==> config.mk <==
export PLATFORM = sky130hd
export DESIGN_NAME = swap_sequencer
export DESIGN_NICKNAME = d
export VERILOG_FILES = /design/src/rtl/swap_sequencer.sv
export SDC_FILE = /design/constraint.sdc
export NUM_CORES = 1
export LEC_CHECK = 0
export ABC_AREA = 1
export CAP_MARGIN = 20
export CORE_ASPECT_RATIO = 1.25
export CORE_MARGIN = 2
export CORE_UTILIZATION = 35
export DETAILED_ROUTE_END_ITERATION = 10
export PLACE_DENSITY = 0.63
export SYNTH_ARGS = -nofsm -noshare
export SYNTH_HDL_FRONTEND = slang
export SYNTH_SLANG_ARGS = --single-unit
export TNS_END_PERCENT = 10
==> constraint.sdc <==
create_clock -name clk -period 1.7 [get_ports clk]
set_input_delay 0.17 -clock clk [delete_from_list [all_inputs] [get_ports clk]]
set_output_delay 0.17 -clock clk [all_outputs]
set_load 0.01 [all_outputs]
==> src/rtl/swap_sequencer.sv <==
// Command sequencer that drives an external 3-port register file for
// write, read, nop and two-register swap. Every output comes straight from a flop.
module swap_sequencer #(
    parameter int DW = 32,
    parameter int AW = 5
) (
    input  logic          clk,
    input  logic          rst,
    input  logic          cmd_valid,
    output logic          cmd_ready,
    input  logic [1:0]    cmd_op,
    input  logic [AW-1:0] cmd_addr_a,
    input  logic [AW-1:0] cmd_addr_b,
    input  logic [DW-1:0] cmd_wdata,
    output logic          rsp_valid,
    output logic [DW-1:0] rsp_data_a,
    output logic [DW-1:0] rsp_data_b,
    output logic          done,
    output logic [AW-1:0] A1,
    output logic [AW-1:0] A2,
    output logic [AW-1:0] A3,
    output logic          WE,
    output logic [DW-1:0] WD3,
    input  logic [DW-1:0] RD1,
    input  logic [DW-1:0] RD2
);

    typedef enum logic [2:0] {
        IDLE, WRITE, READ, RESP, SWAP_RD, SWAP_WA, SWAP_WB
    } state_e;

    localparam logic [1:0] OP_WRITE = 2'b00;
    localparam logic [1:0] OP_SWAP  = 2'b01;
    localparam logic [1:0] OP_READ  = 2'b10;

    state_e        state_q, state_d;
    logic          ready_q, ready_d;
    logic          we_q, we_d;
    logic          done_q, done_d;
    logic          rsp_valid_q, rsp_valid_d;
    logic [AW-1:0] a1_q, a1_d, a2_q, a2_d, a3_q, a3_d;
    logic [AW-1:0] addr_a_q, addr_a_d, addr_b_q, addr_b_d;
    logic [DW-1:0] wd3_q, wd3_d;
    logic [DW-1:0] tmp_a_q, tmp_a_d, tmp_b_q, tmp_b_d;
    logic [DW-1:0] rsp_a_q, rsp_a_d, rsp_b_q, rsp_b_d;

    always_ff @(posedge clk) begin
        if (!rst) begin
            state_q     <= IDLE;
            ready_q     <= 1'b0;
            we_q        <= 1'b0;
            done_q      <= 1'b0;
            rsp_valid_q <= 1'b0;
            a1_q        <= '0;
            a2_q        <= '0;
            a3_q        <= '0;
            addr_a_q    <= '0;
            addr_b_q    <= '0;
            wd3_q       <= '0;
            tmp_a_q     <= '0;
            tmp_b_q     <= '0;
            rsp_a_q     <= '0;
            rsp_b_q     <= '0;
        end else begin
            state_q     <= state_d;
            ready_q     <= ready_d;
            we_q        <= we_d;
            done_q      <= done_d;
            rsp_valid_q <= rsp_valid_d;
            a1_q        <= a1_d;
            a2_q        <= a2_d;
            a3_q        <= a3_d;
            addr_a_q    <= addr_a_d;
            addr_b_q    <= addr_b_d;
            wd3_q       <= wd3_d;
            tmp_a_q     <= tmp_a_d;
            tmp_b_q     <= tmp_b_d;
            rsp_a_q     <= rsp_a_d;
            rsp_b_q     <= rsp_b_d;
        end
    end

    // Outputs are registered, so each branch computes what the *next* cycle shows.
    always_comb begin
        state_d     = state_q;
        we_d        = 1'b0;
        done_d      = 1'b0;
        rsp_valid_d = 1'b0;
        a1_d        = a1_q;
        a2_d        = a2_q;
        a3_d        = a3_q;
        addr_a_d    = addr_a_q;
        addr_b_d    = addr_b_q;
        wd3_d       = wd3_q;
        tmp_a_d     = tmp_a_q;
        tmp_b_d     = tmp_b_q;
        rsp_a_d     = rsp_a_q;
        rsp_b_d     = rsp_b_q;
        case (state_q)
            IDLE: begin
                if (cmd_valid && ready_q) begin
                    addr_a_d = cmd_addr_a;
                    addr_b_d = cmd_addr_b;
                    case (cmd_op)
                        OP_WRITE: begin
                            state_d = WRITE;
                            a3_d    = cmd_addr_a;
                            wd3_d   = cmd_wdata;
                            we_d    = 1'b1;
                            done_d  = 1'b1;
                        end
                        OP_SWAP: begin
                            // Swapping a register with itself is a no-op completion.
                            if (cmd_addr_a == cmd_addr_b) begin
                                state_d = RESP;
                                done_d  = 1'b1;
                            end else begin
                                state_d = SWAP_RD;
                                a1_d    = cmd_addr_a;
                                a2_d    = cmd_addr_b;
                            end
                        end
                        OP_READ: begin
                            state_d = READ;
                            a1_d    = cmd_addr_a;
                            a2_d    = cmd_addr_b;
                        end
                        default: begin
                            state_d = RESP;
                            done_d  = 1'b1;
                        end
                    endcase
                end
            end
            WRITE: state_d = IDLE;
            READ: begin
                state_d     = RESP;
                rsp_a_d     = RD1;
                rsp_b_d     = RD2;
                rsp_valid_d = 1'b1;
                done_d      = 1'b1;
            end
            RESP: state_d = IDLE;
            SWAP_RD: begin
                state_d = SWAP_WA;
                tmp_a_d = RD1;
                tmp_b_d = RD2;
                a3_d    = addr_a_q;
                wd3_d   = RD2;
                we_d    = 1'b1;
            end
            SWAP_WA: begin
                state_d = SWAP_WB;
                a3_d    = addr_b_q;
                wd3_d   = tmp_a_q;
                we_d    = 1'b1;
                done_d  = 1'b1;
            end
            SWAP_WB: state_d = IDLE;
            default: state_d = IDLE;
        endcase
        ready_d = (state_d == IDLE);
    end

    assign cmd_ready  = ready_q;
    assign WE         = we_q;
    assign done       = done_q;
    assign rsp_valid  = rsp_valid_q;
    assign rsp_data_a = rsp_a_q;
    assign rsp_data_b = rsp_b_q;
    assign A1         = a1_q;
    assign A2         = a2_q;
    assign A3         = a3_q;
    assign WD3        = wd3_q;

endmodule
# After elaboration in Yosys (flattened, before gate mapping)
# Cells that the tools add are included.
word_totals:
  regBits: 160
  latchBits: 0
  mem_bits_rw: 0
  mem_bits_ro: 0
  output_inout_bits: 115
  wordCells: 56
  memories: 0
classes:
  add_sub_neg: 0
  mul: 0
  div: 0
  n_lt_le_gt_ge: 0
  eq_ne: 9
  shifts: 0
  muxes: 22
  n_bitwise: 0
  reduce_logical: 11
ops:
  columns: ["cell", "count"]
  rows:
  - ["case mux 32 bit (3 select lines)", 1]
  - ["2-to-1 mux 32 bit", 2]
  - ["2-to-1 mux 5 bit", 4]
  - ["case mux 5 bit (2 select lines)", 2]
  - ["case mux 5 bit (3 select lines)", 1]
  - ["case mux 3 bit (4 select lines)", 1]
  - ["case mux 3 bit (3 select lines)", 1]
  - ["equality test 3 bit, second input constant", 2]
  - ["logical NOT 3 bit", 2]
  - ["2-to-1 mux 3 bit", 2]
  - ["case mux 1 bit (2 select lines)", 3]
  - ["equality test 5 bit", 1]
  - ["2-to-1 mux 1 bit", 5]
  - ["inequality test 2 bit, second input constant", 2]
  - ["AND reduction 4 bit", 1]
  - ["OR reduction 2 bit", 2]
  - ["equality test 3 x 2 -> 1 bit, second input constant", 1]
  - ["AND reduction 3 bit", 1]
  - ["nonzero test 3 bit", 1]
  - ["equality test 2 x 1 -> 1 bit, second input constant", 1]
  - ["equality test 2 bit, second input constant", 1]
  - ["logical NOT 2 bit", 1]
  - ["inequality test 2 x 1 -> 1 bit, second input constant", 1]
  - ["AND reduction 2 bit", 1]
  - ["2 further kinds", 2]

# Longest topological paths before layout
depth:
  word_depth: 6
  mapped_depth: 10

# Worst setup path after synthesis
# OpenSTA, ideal clock, no wires.
synth_path:
  path_kind: "reg2reg"
  startpoint: "register ready_q, in the netlist cmd_ready"
  endpoint: "register a3_q[0], in the netlist A3[0]"
  setup_time_ns: 0.135
  arrival_time_ns: 1.146
  required_ns: 1.565
  slack_ns: 0.419
  path_stages_with_launch: 8
  n_path_buf: 2
  period_less_slack_ns: 1.281
  path_cell_list: "dfxtp_1 > nand3_2 > nor2_4 > nand2_2 > nand2_2 > buf_6 > buf_2 > a41oi_1"
synth_between:
  elab_chain_len: 3
synth_lines:
  columns: ["item", "line", "source"]
  rows:
  - ["from (decl)", "37", "logic ready_q, ready_d;"]
  - ["from (signal assigned)", "66", "ready_q <= ready_d;"]
  - ["logical AND 1 bit", "101", "if (cmd_valid && ready_q) begin"]
  - ["inequality test 2 bit (no line)", null, null]
  - ["AND reduction 3 bit (no line)", null, null]
  - ["to (signal assigned)", "56", "a3_q <= '0;"]
  - ["to (signal assigned)", "72", "a3_q <= a3_d;"]
  - ["to (decl)", "41", "logic [AW-1:0] a1_q, a1_d, a2_q, a2_d, a3_q, a3_d;"]
# Every way passes these cells.
# A chain may end at the register's enable or synchronous reset.

# Worst setup path after layout
layout_path:
  startpoint: "register wd3_q[19], in the netlist WD3[19]"
  endpoint: "output WD3[19]"
layout_lines:
  columns: ["item", "line", "source"]
  rows:
  - ["from (decl)", "43", "logic [DW-1:0] wd3_q, wd3_d;"]
  - ["from (signal assigned)", "75", "wd3_q <= wd3_d;"]
  - ["to (decl)", "23", "output logic [DW-1:0] WD3,"]
# No word-level cell between the ends.

==> impl_metrics.csv <==
group,metric,value,unit
yosys,synth_top_area_share,49.9,%
final_layout,area_growth,50.0,%
critical_path,worstPathCellList,"clkdlybuf4s50_1",
die,rows,55,
yosys,synthCells,833,
critical_path,cp-startpoint,"WD3[19]",
timing,maxSlewHeadroom,59.6,%
route,drt-wirelength-per-cell,16.2,um
pwr,powerDensity,978,mW/mm^2
final_layout,drive_gt1_share,9.73,%
yosys,synth_common_cells,"nor2_1, dfxtp_1, nand2_1",
grt,grt_pass1_vias,6036,
cts,hold_buffers,0,
grt,grtUsageTotal,21.5,%
yosys,yosys.cell_types.count,27,
pwr,ir_drop,0.000584,V
route,first_pass_iters,7,
route,num_vias,6274,
cts,cts-root-buf,"clkbuf_16",
cts,postCtsResizedCells,0,
yosys,synth_top_cells_by_area,"dfxtp_1, nor2_1, o21ai_0",
timing,finClkSkew,0.0122,ns
die,core_area,0.0180,sq mm
route,dr.first_iter.drc_count,362,
timing,finalSetupTns,0,ns
yosys,syn_area_per_cell,7.71,sq um
cts,clk_path_buf_depth,2,
grt,grt_pass1_wl,33100,um
yosys,yosysWarningCount,0,
die,start_util,35.6,%
outcome,run_status,"finished clean",
pwr,swShare,26.3,%
route,route.detailed.drc,0,
final_layout,final_util,53.4,%
timing,worst_pin_slew,0.607,ns
critical_path,critPathMaxFanout,2,
pwr,power.switching,2480,uW
grt,grt_max_degree,79,
final_layout,nets,1170,
critical_path,reg2reg_to,"WD3[6]",
yosys,ys.flop_type,"dfxtp_1",
yosys,yosysTopAreaCell,"dfxtp_1",
pwr,clockPowerShare,39.1,%
placed_design,port_buffers,225,
timing,post-route-period-util,90.2,%
worst_hold_path,hold_start,"rst",
placed_design,routabilityCongestion,0.812,
critical_path,crit_buf_inv,1,
placed_design,dp_hpwl,14600,um
yosys,synthArstFlopShare,0,%
critical_path,crit_required,1.53,ns
critical_path,arrival,1.36,ns
yosys,yosysSeqAreaShare,49.9,%
cts,htreeDepth,4,
critical_path,rr_worst_depth,6,
pwr,p_seq_share,43.9,%
grt,grt-ovfl-total,0,
cts,insertion_delay,0.42,ns
critical_path,cpMaxStageDelayCell,"clkdlybuf4s50_1",
cts,cts_made_buffers,17,
critical_path,worst_setup_path_end_kind,"output port",
die,floorplan.die.height,155,um
timing,final_max_slew_viol_count,0,
placed_design,place_ws,-0.0982,ns
cts,cts.sinks,160,
die,die_x,125,um
die,ioPinCount,226,
worst_hold_path,min_path_type,"in2reg",
pwr,internal_power,6940,uW
timing,setup_slack,0.167,ns
timing,max_clock_freq,0.652,GHz
critical_path,critPathTopFamily,"buffers and inverters",
timing,layout_min_cycle_time,1.53,ns
timing,rsz0062_at_grt,"false",
timing,final-setup-viol-count,0,
critical_path,timing.rr.start,"state_q[1]",
job,max_cap_viol_count,0,
route,viasPerCell,4.83,
pwr,total_leakage_power,0.00373,uW
yosys,synth-edff-count,0,
yosys,synth_nets,947,
critical_path,start_kind,"flip-flop",
route,drt-total-wl,21000,um
cts,post_cts.repair.setup_buffers,0,
critical_path,max_stage_delay,0.60,ns
yosys,ys_ff_latch,160,
yosys,synth_most_common_cell,"nor2_1",
cts,path_clk_slew,0.07,ns
critical_path,crit_end,"WD3[19]",
route,drtAntennaViolNets,0,
critical_path,path_depth,1,
yosys,synth_area,0.00642,sq mm
timing,finalHoldViolCount,0,
grt,antenna_found_initial,1,
critical_path,r2r_setup_slack,0.28,ns
die,die_area,0.0194,sq mm
critical_path,critPathKind,"reg2out",
cts,cts_tree,"built",
pwr,p_comb_share,17.1,%
per-layer routing:
layer	vias up	routed length [um]	track usage, %	share of wire [%]
met1	2846	9280	26.9	44
met5	-	0	0	0
met4	0	742	9.74	3.5
met2	180	9930	35.4	47
met3	41	1060	4.85	5.0
li1	3207	-	-	-
logic make-up after synthesis:
kind of cell               after synthesis  synth area share (%)
AOI/OAI and AO/OA                      204                  19.9
buffers and inverters                   83                  5.95
adders and majority gates                3                 0.585
xor gates and xnor gates                 1                 0.136
DFF                                    160                  49.9
and+or+nand+nor                        382                  23.5
stage by stage:
stage,total power (uW),cells,hold WS (ns),instance area (sq um)
detailed placement,5830,1265,0.452,9060
global route,9850,1298,0.210,9630
CTS,9500,1297,0.186,9630
global placement,5820,1265,0.449,9060
finish,9420,1298,0.197,9630
floorplan,4880,833,0.305,6420
cell usage in the layout (no fill, tap or decap):
| master | Yosys | final |
|---|---|---|
| clkdlybuf4s50_1 | 0 | 224 |
| nor2_1 | 204 | 203 |
| dfxtp_1 | 160 | 160 |
| nand2_1 | 153 | 153 |
| o21ai_0 | 119 | 119 |
| buf_4 | 5 | 32 |
| a21oi_1 | 26 | 26 |
| o21ai_1 | 22 | 22 |
| a41oi_1 | 20 | 20 |
| clkbuf_16 | 0 | 17 |
| a41oi_2 | 16 | 16 |
| inv_1 | 15 | 14 |
| nand4_1 | 10 | 10 |
| buf_12 | 0 | 8 |
| inv_2 | 6 | 7 |
| nand3_1 | 5 | 5 |
| clkinvlp_4 | 0 | 4 |
| nand2_2 | 3 | 3 |
| ha_1 | 3 | 3 |
| clkinv_4 | 0 | 3 |
| clkinv_2 | 0 | 3 |
| nand3_2 | 2 | 2 |
| nor2_4 | 1 | 2 |
| nor2_2 | 2 | 2 |
| clkinv_1 | 2 | 2 |
| clkbuf_8 | 0 | 2 |
| diode_2 | 0 | 1 |
| xnor2_1 | 1 | 1 |
| nand4_2 | 1 | 1 |
| nor3_1 | 1 | 1 |
| a221oi_1 | 1 | 1 |
| inv_6 | 0 | 1 |
| bufinv_16 | 0 | 1 |
| clkbuf_1 | 32 | 1 |
sequential cells by signal, summed over array words and instances (netlist names):
register / cells
addr_a_q: 5
A3: 5
rsp_data_a: 32
tmp_a_q: 32
done: 1
cmd_ready: 1
WD3: 32
addr_b_q: 5
state_q: 3
A2: 5
A1: 5
WE: 1
rsp_valid: 1
rsp_data_b: 32
power by group through the flow:
| stage | Sequential [uW] | Combinational, uW | Clock (uW) |
|---|---|---|---|
| floorplan | 4300 | 581 | 0 |
| global placement | 4210 | 1600 | 0 |
| detailed placement | 4210 | 1610 | 0 |
| CTS | 4130 | 1620 | 3750 |
| global route | 4160 | 1740 | 3940 |
| finish | 4130 | 1610 | 3680 |
layout make-up:
cell class | count | area [sq um]
sequential | 160 | 3200
clock inverter | 12 | 110
clock buffer | 20 | 457
tap | 228 | 285
antenna | 1 | 2.50
inverter | 23 | 86.3
fill | 1700 | 8400
timing repair buffer | 264 | 2640
multi-input combinational | 590 | 2840
worst min-delay path by stage:
stage | endpoint | slack, ns | cells past startpoint
floorplan | addr_a_q[0] | 0.30 | 2
global placement | A2[4] | 0.45 | 2
detailed placement | A2[4] | 0.45 | 2
CTS | addr_b_q[4] | 0.19 | 3
global route | addr_b_q[4] | 0.21 | 3
finish | addr_b_q[4] | 0.20 | 3
Note: power is estimated with default switching activity, not from simulation.
==> edit 1, RTL diff (same settings) <==
Encoding of `state_e`: now Gray code (3 bits for 7 states).
--- a/src/rtl/swap_sequencer.sv
+++ b/src/rtl/swap_sequencer.sv
@@ -27,5 +27,5 @@
 
     typedef enum logic [2:0] {
-        IDLE, WRITE, READ, RESP, SWAP_RD, SWAP_WA, SWAP_WB
+        IDLE = 3'b000, WRITE = 3'b001, READ = 3'b011, RESP = 3'b010, SWAP_RD = 3'b110, SWAP_WA = 3'b111, SWAP_WB = 3'b101
     } state_e;
 
Function: same outputs for any inputs over 10 cycles, from zero or initial values and one cycle with rst low; not proved beyond that.
==> edit 1 against the original RTL <==
Combinational power fell by 49%; power fell by 9.1%; area after synthesis barely moved; sequential power fell by 6.3%; sequential cell count did not move; count of clock-buffer cells in the layout fell by 3; sequential share of layout area rose by 0.24 points; die area barely moved; routed wire length fell by 2.6%; worst setup slack got worse by 39 ps; non-clock buffer count fell by 15; design area fell by 0.70%; via count rose by 1.5%; critical path type is now register to register; critical endpoint is now WD3[18]; largest cell class unchanged; highest routed layer unchanged.
==> edit 1: results (changes against the original RTL) <==
stage;metric;value;unit;change
routing;Total Wirelength;20500;um;-2.6%
pwr;Net Sw Frac;24.3;%;-2.0 points
routing;met2 WL;9650;um;-2.8%
global_route;met2 Usage GRT;33.2;%;-2.2 points
clocking;clk slew on worst S/H paths;70;ps;about the same
synth;Post-Synthesis Net Count;1005;;+6.1%
clocking;CTS max path bufs;2;;unchanged
routing;met3 WL post-DR;1030;um;-2.3%
global_route;M1 GR Usage;28.5;%;+1.6 points
pwr;internal power;6.49;mW;-6.5%
global_route;gr usage total;20.9;%;-0.54 points
timing;Max-slew headroom;69.5;%;+10 points
timing;Setup Skew;11.8;ps;-0.463 ps
global_route;met3 Use GR;4.50;%;-0.34 points
pwr;P_comb;820;uW;-49%
synth;Netlist cell types;28;;+3.7%
pwr;Static Leakage;4.01;nW;+7.4%
setup_path;reg2reg end;WD3[18];;
synth;synth warn;0;;unchanged
pwr;maximum vdd drop;0.556;mV;-4.7%
setup_path;slowest CP cell;dfxtp_1;;
outcome;outcome;finished, final reports clean;;
placed_design;worst slack at placement;61.8;ps;+160 ps
final_layout;ant diodes;0;;-1
routing;DR iter-0 viols;448;;+24%
setup_path;reg-to-reg startpoint;state_q[2];;
final_layout;Nets;1217;;+4.0%
setup_path;CP Launch Type;register;;
final_layout;share of layout cells above drive strength 1;6.34;%;-3.4 points
global_route;antenna violations before repair;0;;-1
setup_path;CP max stage delay;400;ps;-200 ps
placed_design;dpl hpwl;14100;um;-3.7%
global_route;first-pass GRT wire length;32500;um;-1.6%
timing;fin crit share;92.4;%;+2.3 points
routing;M1 wire length;9450;um;+1.8%
clocking;CTS tree;built;;
die;Chip Width;125;um;about the same
routing;Initial DRT Pass Iterations;5;;-2
setup_path;CP endpoint;WD3[18];;
synth;Commonest cells post-synth;nor2_1 (281), dfxtp_1 (160), o21ai_0 (135);;
pwr;Flop pwr share;45.1;%;+1.2 points
synth;post-synthesis sequential area ratio;49.9;%;about the same
synth;top post-synthesis cells by area;dfxtp_1 (50%), nor2_1 (16%), o21ai_0 (11%);;
global_route;vias in the first global route;6025;;-0.18%
timing;final hold viol count;0;;unchanged
clocking;Clock Latency Late Sink;430;ps;
setup_path;CP Data Arrival Time;1890;ps;+530 ps
placed_design;RD Place Congestion;0.821;;+1.2%
placed_design;# port buffers;225;;unchanged
synth;Post-synth ARST share;0;%;unchanged
clocking;Post-CTS Setup Bufs;0;;unchanged
routing;DR vias;6367;;+1.5%
routing;top sig layer;met4;;
setup_path;crit-path max FO;15;;+13
global_route;largest net degree at the start of global routing;110;;+39%
## edit 1: cell count changes in the layout (fill, tap and decap cells not counted), sizes merged, moves of 11 or more
cell | before | now
nor2 | 207 | 285
a41oi | 36 | 0
inv | 22 | 54
nand2 | 156 | 126
nand3 | 7 | 27
buf | 40 | 25
a22oi | 0 | 12
a21oi | 26 | 15
## edit 1: repair_timing
item	CTS	global route
hold buffers	0	0
setup endpoints to repair	0	3
hold endpoints to repair	0	0
gates resized for setup	0	1
## edit 1: metrics by stage
stage          instance area (um^2)  std cells
3_3_place_gp                   8960       1315
5_1_grt                        9560       1347
3_5_place_dp                   8960       1315
4_1_cts                        9560       1347
6_report                       9560       1347
2_1_floorplan                  6420        894
## edit 1: critical path: cells and delay by family (launching register included)
family / cells / cell delay, ps
compound gates: 2 / 520
flops: 1 / 400
simple gates: 3 / 290
buf+inv: 1 / 240
## edit 1: kinds of logic after synthesis
| kind of cell | synth area share [%] |
|---|---|
| buffers and inverters | 7.28 |
| and+or+nand+nor | 27.8 |
| xor gates and xnor gates | 0.136 |
| AOI/OAI and AO/OA | 14.9 |
| DFF | 49.9 |
## edit 1: how the worst min path moves through the flow
| stage | from | to | slack (ps) | cells after the start |
|---|---|---|---|---|
| 3_5_place_dp | addr_b_q[4] | addr_b_q[4] | 460 | 1 |
| 6_report | rst | A1[4] | 30 | 3 |
| 3_3_place_gp | addr_b_q[4] | addr_b_q[4] | 450 | 1 |
| 2_1_floorplan | RD1[10] | tmp_a_q[10] | 300 | 2 |
| 5_1_grt | rst | A1[4] | 30 | 3 |
| 4_1_cts | rst | A1[4] | 10 | 3 |
## edit 1: final cells by class
type                       instances  area (um^2)
fill                            1766         8470
sequential                       160         3200
multi-input combinational        629         2760
timing repair buffer             249         2530
clock buffer                      17          425
tap                              228          285
inverter                          49          184
clock inverter                    15          171
==> edit 2, RTL diff (config.mk and constraints unchanged) <==
Made on the original files. Change the parameter `DW` from 32 to 64.
--- a/src/rtl/swap_sequencer.sv
+++ b/src/rtl/swap_sequencer.sv
@@ -2,5 +2,5 @@
 // write, read, nop and two-register swap. Every output comes straight from a flop.
 module swap_sequencer #(
-    parameter int DW = 32,
+    parameter int DW = 64,
     parameter int AW = 5
 ) (
Interface: changed (6 resized); port bits go from 226 to 418. The function was not compared with the original's and may differ.
==> edit 2 against the original RTL <==
Via count grew 83%; fmax shrank 7.7%; design area grew 82%; final cell count grew 78%; area after synthesis grew 76%; die area grew 73%; sequential power grew 80%; global-route usage grew 1.8 points; worst setup slack lost 130 ps; sequential cell count grew 128; routed wire length grew 97%; power grew 84%; first-iteration DRC count grew 85%; highest routed layer unchanged.
==> edit 2: results (changes against the original RTL) <==
stage;metric;value;unit;change
outcome;outcome;finished, final reports clean;;
placed_design;area of placed instances;16300;um^2;+80%
pwr;Flop pwr share;42.9;%;-1.0 points
synth;Commonest cells post-synth;nor2_1 (397), dfxtp_1 (288), nand2_1 (226);;
routing;met2 WL;20400;um;+110%
setup_path;CP Data Arrival Time;1490;ps;+130 ps
synth;post-synthesis cell count;1454;;+75%
setup_path;reg2reg end;tmp_a_q[1];;
routing;M1 wire length;16800;um;+81%
pwr;P_comb;2.92;mW;+81%
final_layout;FILL cells;3015;;+77%
routing;drt wl/cell;17.9;um;+11%
synth;post-synthesis sequential area ratio;51.1;%;+1.2 points
global_route;M1 GR Usage;27.8;%;+0.88 points
pwr;Net Sw Frac;25.5;%;-0.85 points
placed_design;# port buffers;417;;+85%
routing;DR vias;11499;;+83%
synth;top post-synthesis cells by area;dfxtp_1 (51%), nor2_1 (13%), o21ai_0 (9.5%);;
clocking;H-tree levels;1;;-3
routing;Initial DRT Pass Iterations;5;;-2
clocking;CTS max path bufs;3;;+1
setup_path;CP endpoint;WD3[53];;
final_layout;Nets;2090;;+79%
routing;Total Wirelength;41400;um;+97%
placed_design;Placed Cells;2251;;+78%
setup_path;Worst Setup SP;WD3[53];;
clocking;cts bufs inserted;31;;+14
setup_path;reg2reg path depth;8;;+2
placed_design;dpl hpwl;28600;um;+95%
synth;Post-Synthesis Net Count;1664;;+76%
timing;Setup Skew;7.15;ps;-5.06 ps
final_layout;share of layout cells above drive strength 1;9.78;%;+0.050 points
pwr;Static Leakage;7.30;nW;+95%
==> edit 2: worst min path at each step <==
stage	endpoint	cells after the start	start	slack, ps
2_1_floorplan	addr_a_q[0]	2	cmd_addr_a[0]	300
3_3_place_gp	tmp_a_q[56]	2	tmp_a_q[56]	440
3_5_place_dp	tmp_a_q[54]	2	tmp_a_q[54]	450
4_1_cts	WD3[55]	3	cmd_wdata[55]	180
5_1_grt	WD3[48]	3	cmd_wdata[48]	210
6_report	WD3[55]	3	cmd_wdata[55]	210
==> edit 2: repair_timing <==
item | in CTS | in global routing
resized for setup | 8 | 23
setup buffers | 0 | 5
cloned | 0 | 2
hold buffers | 1 | 0
endpoints found under the hold margin | 19 | 0
pin swaps | 0 | 1
endpoints found under the setup margin | 8 | 78
==> edit 2: logic make-up after synthesis <==
logic type | count (synthesis) | synth area share, %
compound gates | 380 | 21.2
xor+xnor | 1 | 0.0777
fa+ha+maj | 3 | 0.333
buf+inv | 136 | 5.31
flops | 288 | 51.1
simple gates | 646 | 22.0
==> edit 2: final cells by class <==
| cell class | instances | area [um^2] | share of cell area, % |
|---|---|---|---|
| Clock buffer | 42 | 877 | 5.01 |
| Timing Repair Buffer | 507 | 5140 | 29.4 |
| Tap cell | 412 | 515 | 2.94 |
| Sequential cell | 288 | 5770 | 32.9 |
| Clock inverter | 13 | 168 | 0.957 |
| Multi-Input combinational cell | 1030 | 4960 | 28.3 |
| Inverter | 22 | 85.1 | 0.486 |
==> edit 2: through the flow <==
stage	hold slack [ps]	util (%)	power, mW	setup WS, ps
finish	214	55.1	17.4	38.8
CTS	178	54.5	17.5	2.55
floorplan	305	-	8.67	321
detailed placement	446	51.3	10.5	-147
global placement	439	51.3	10.4	-124
global route	207	55.1	18.0	-18.2
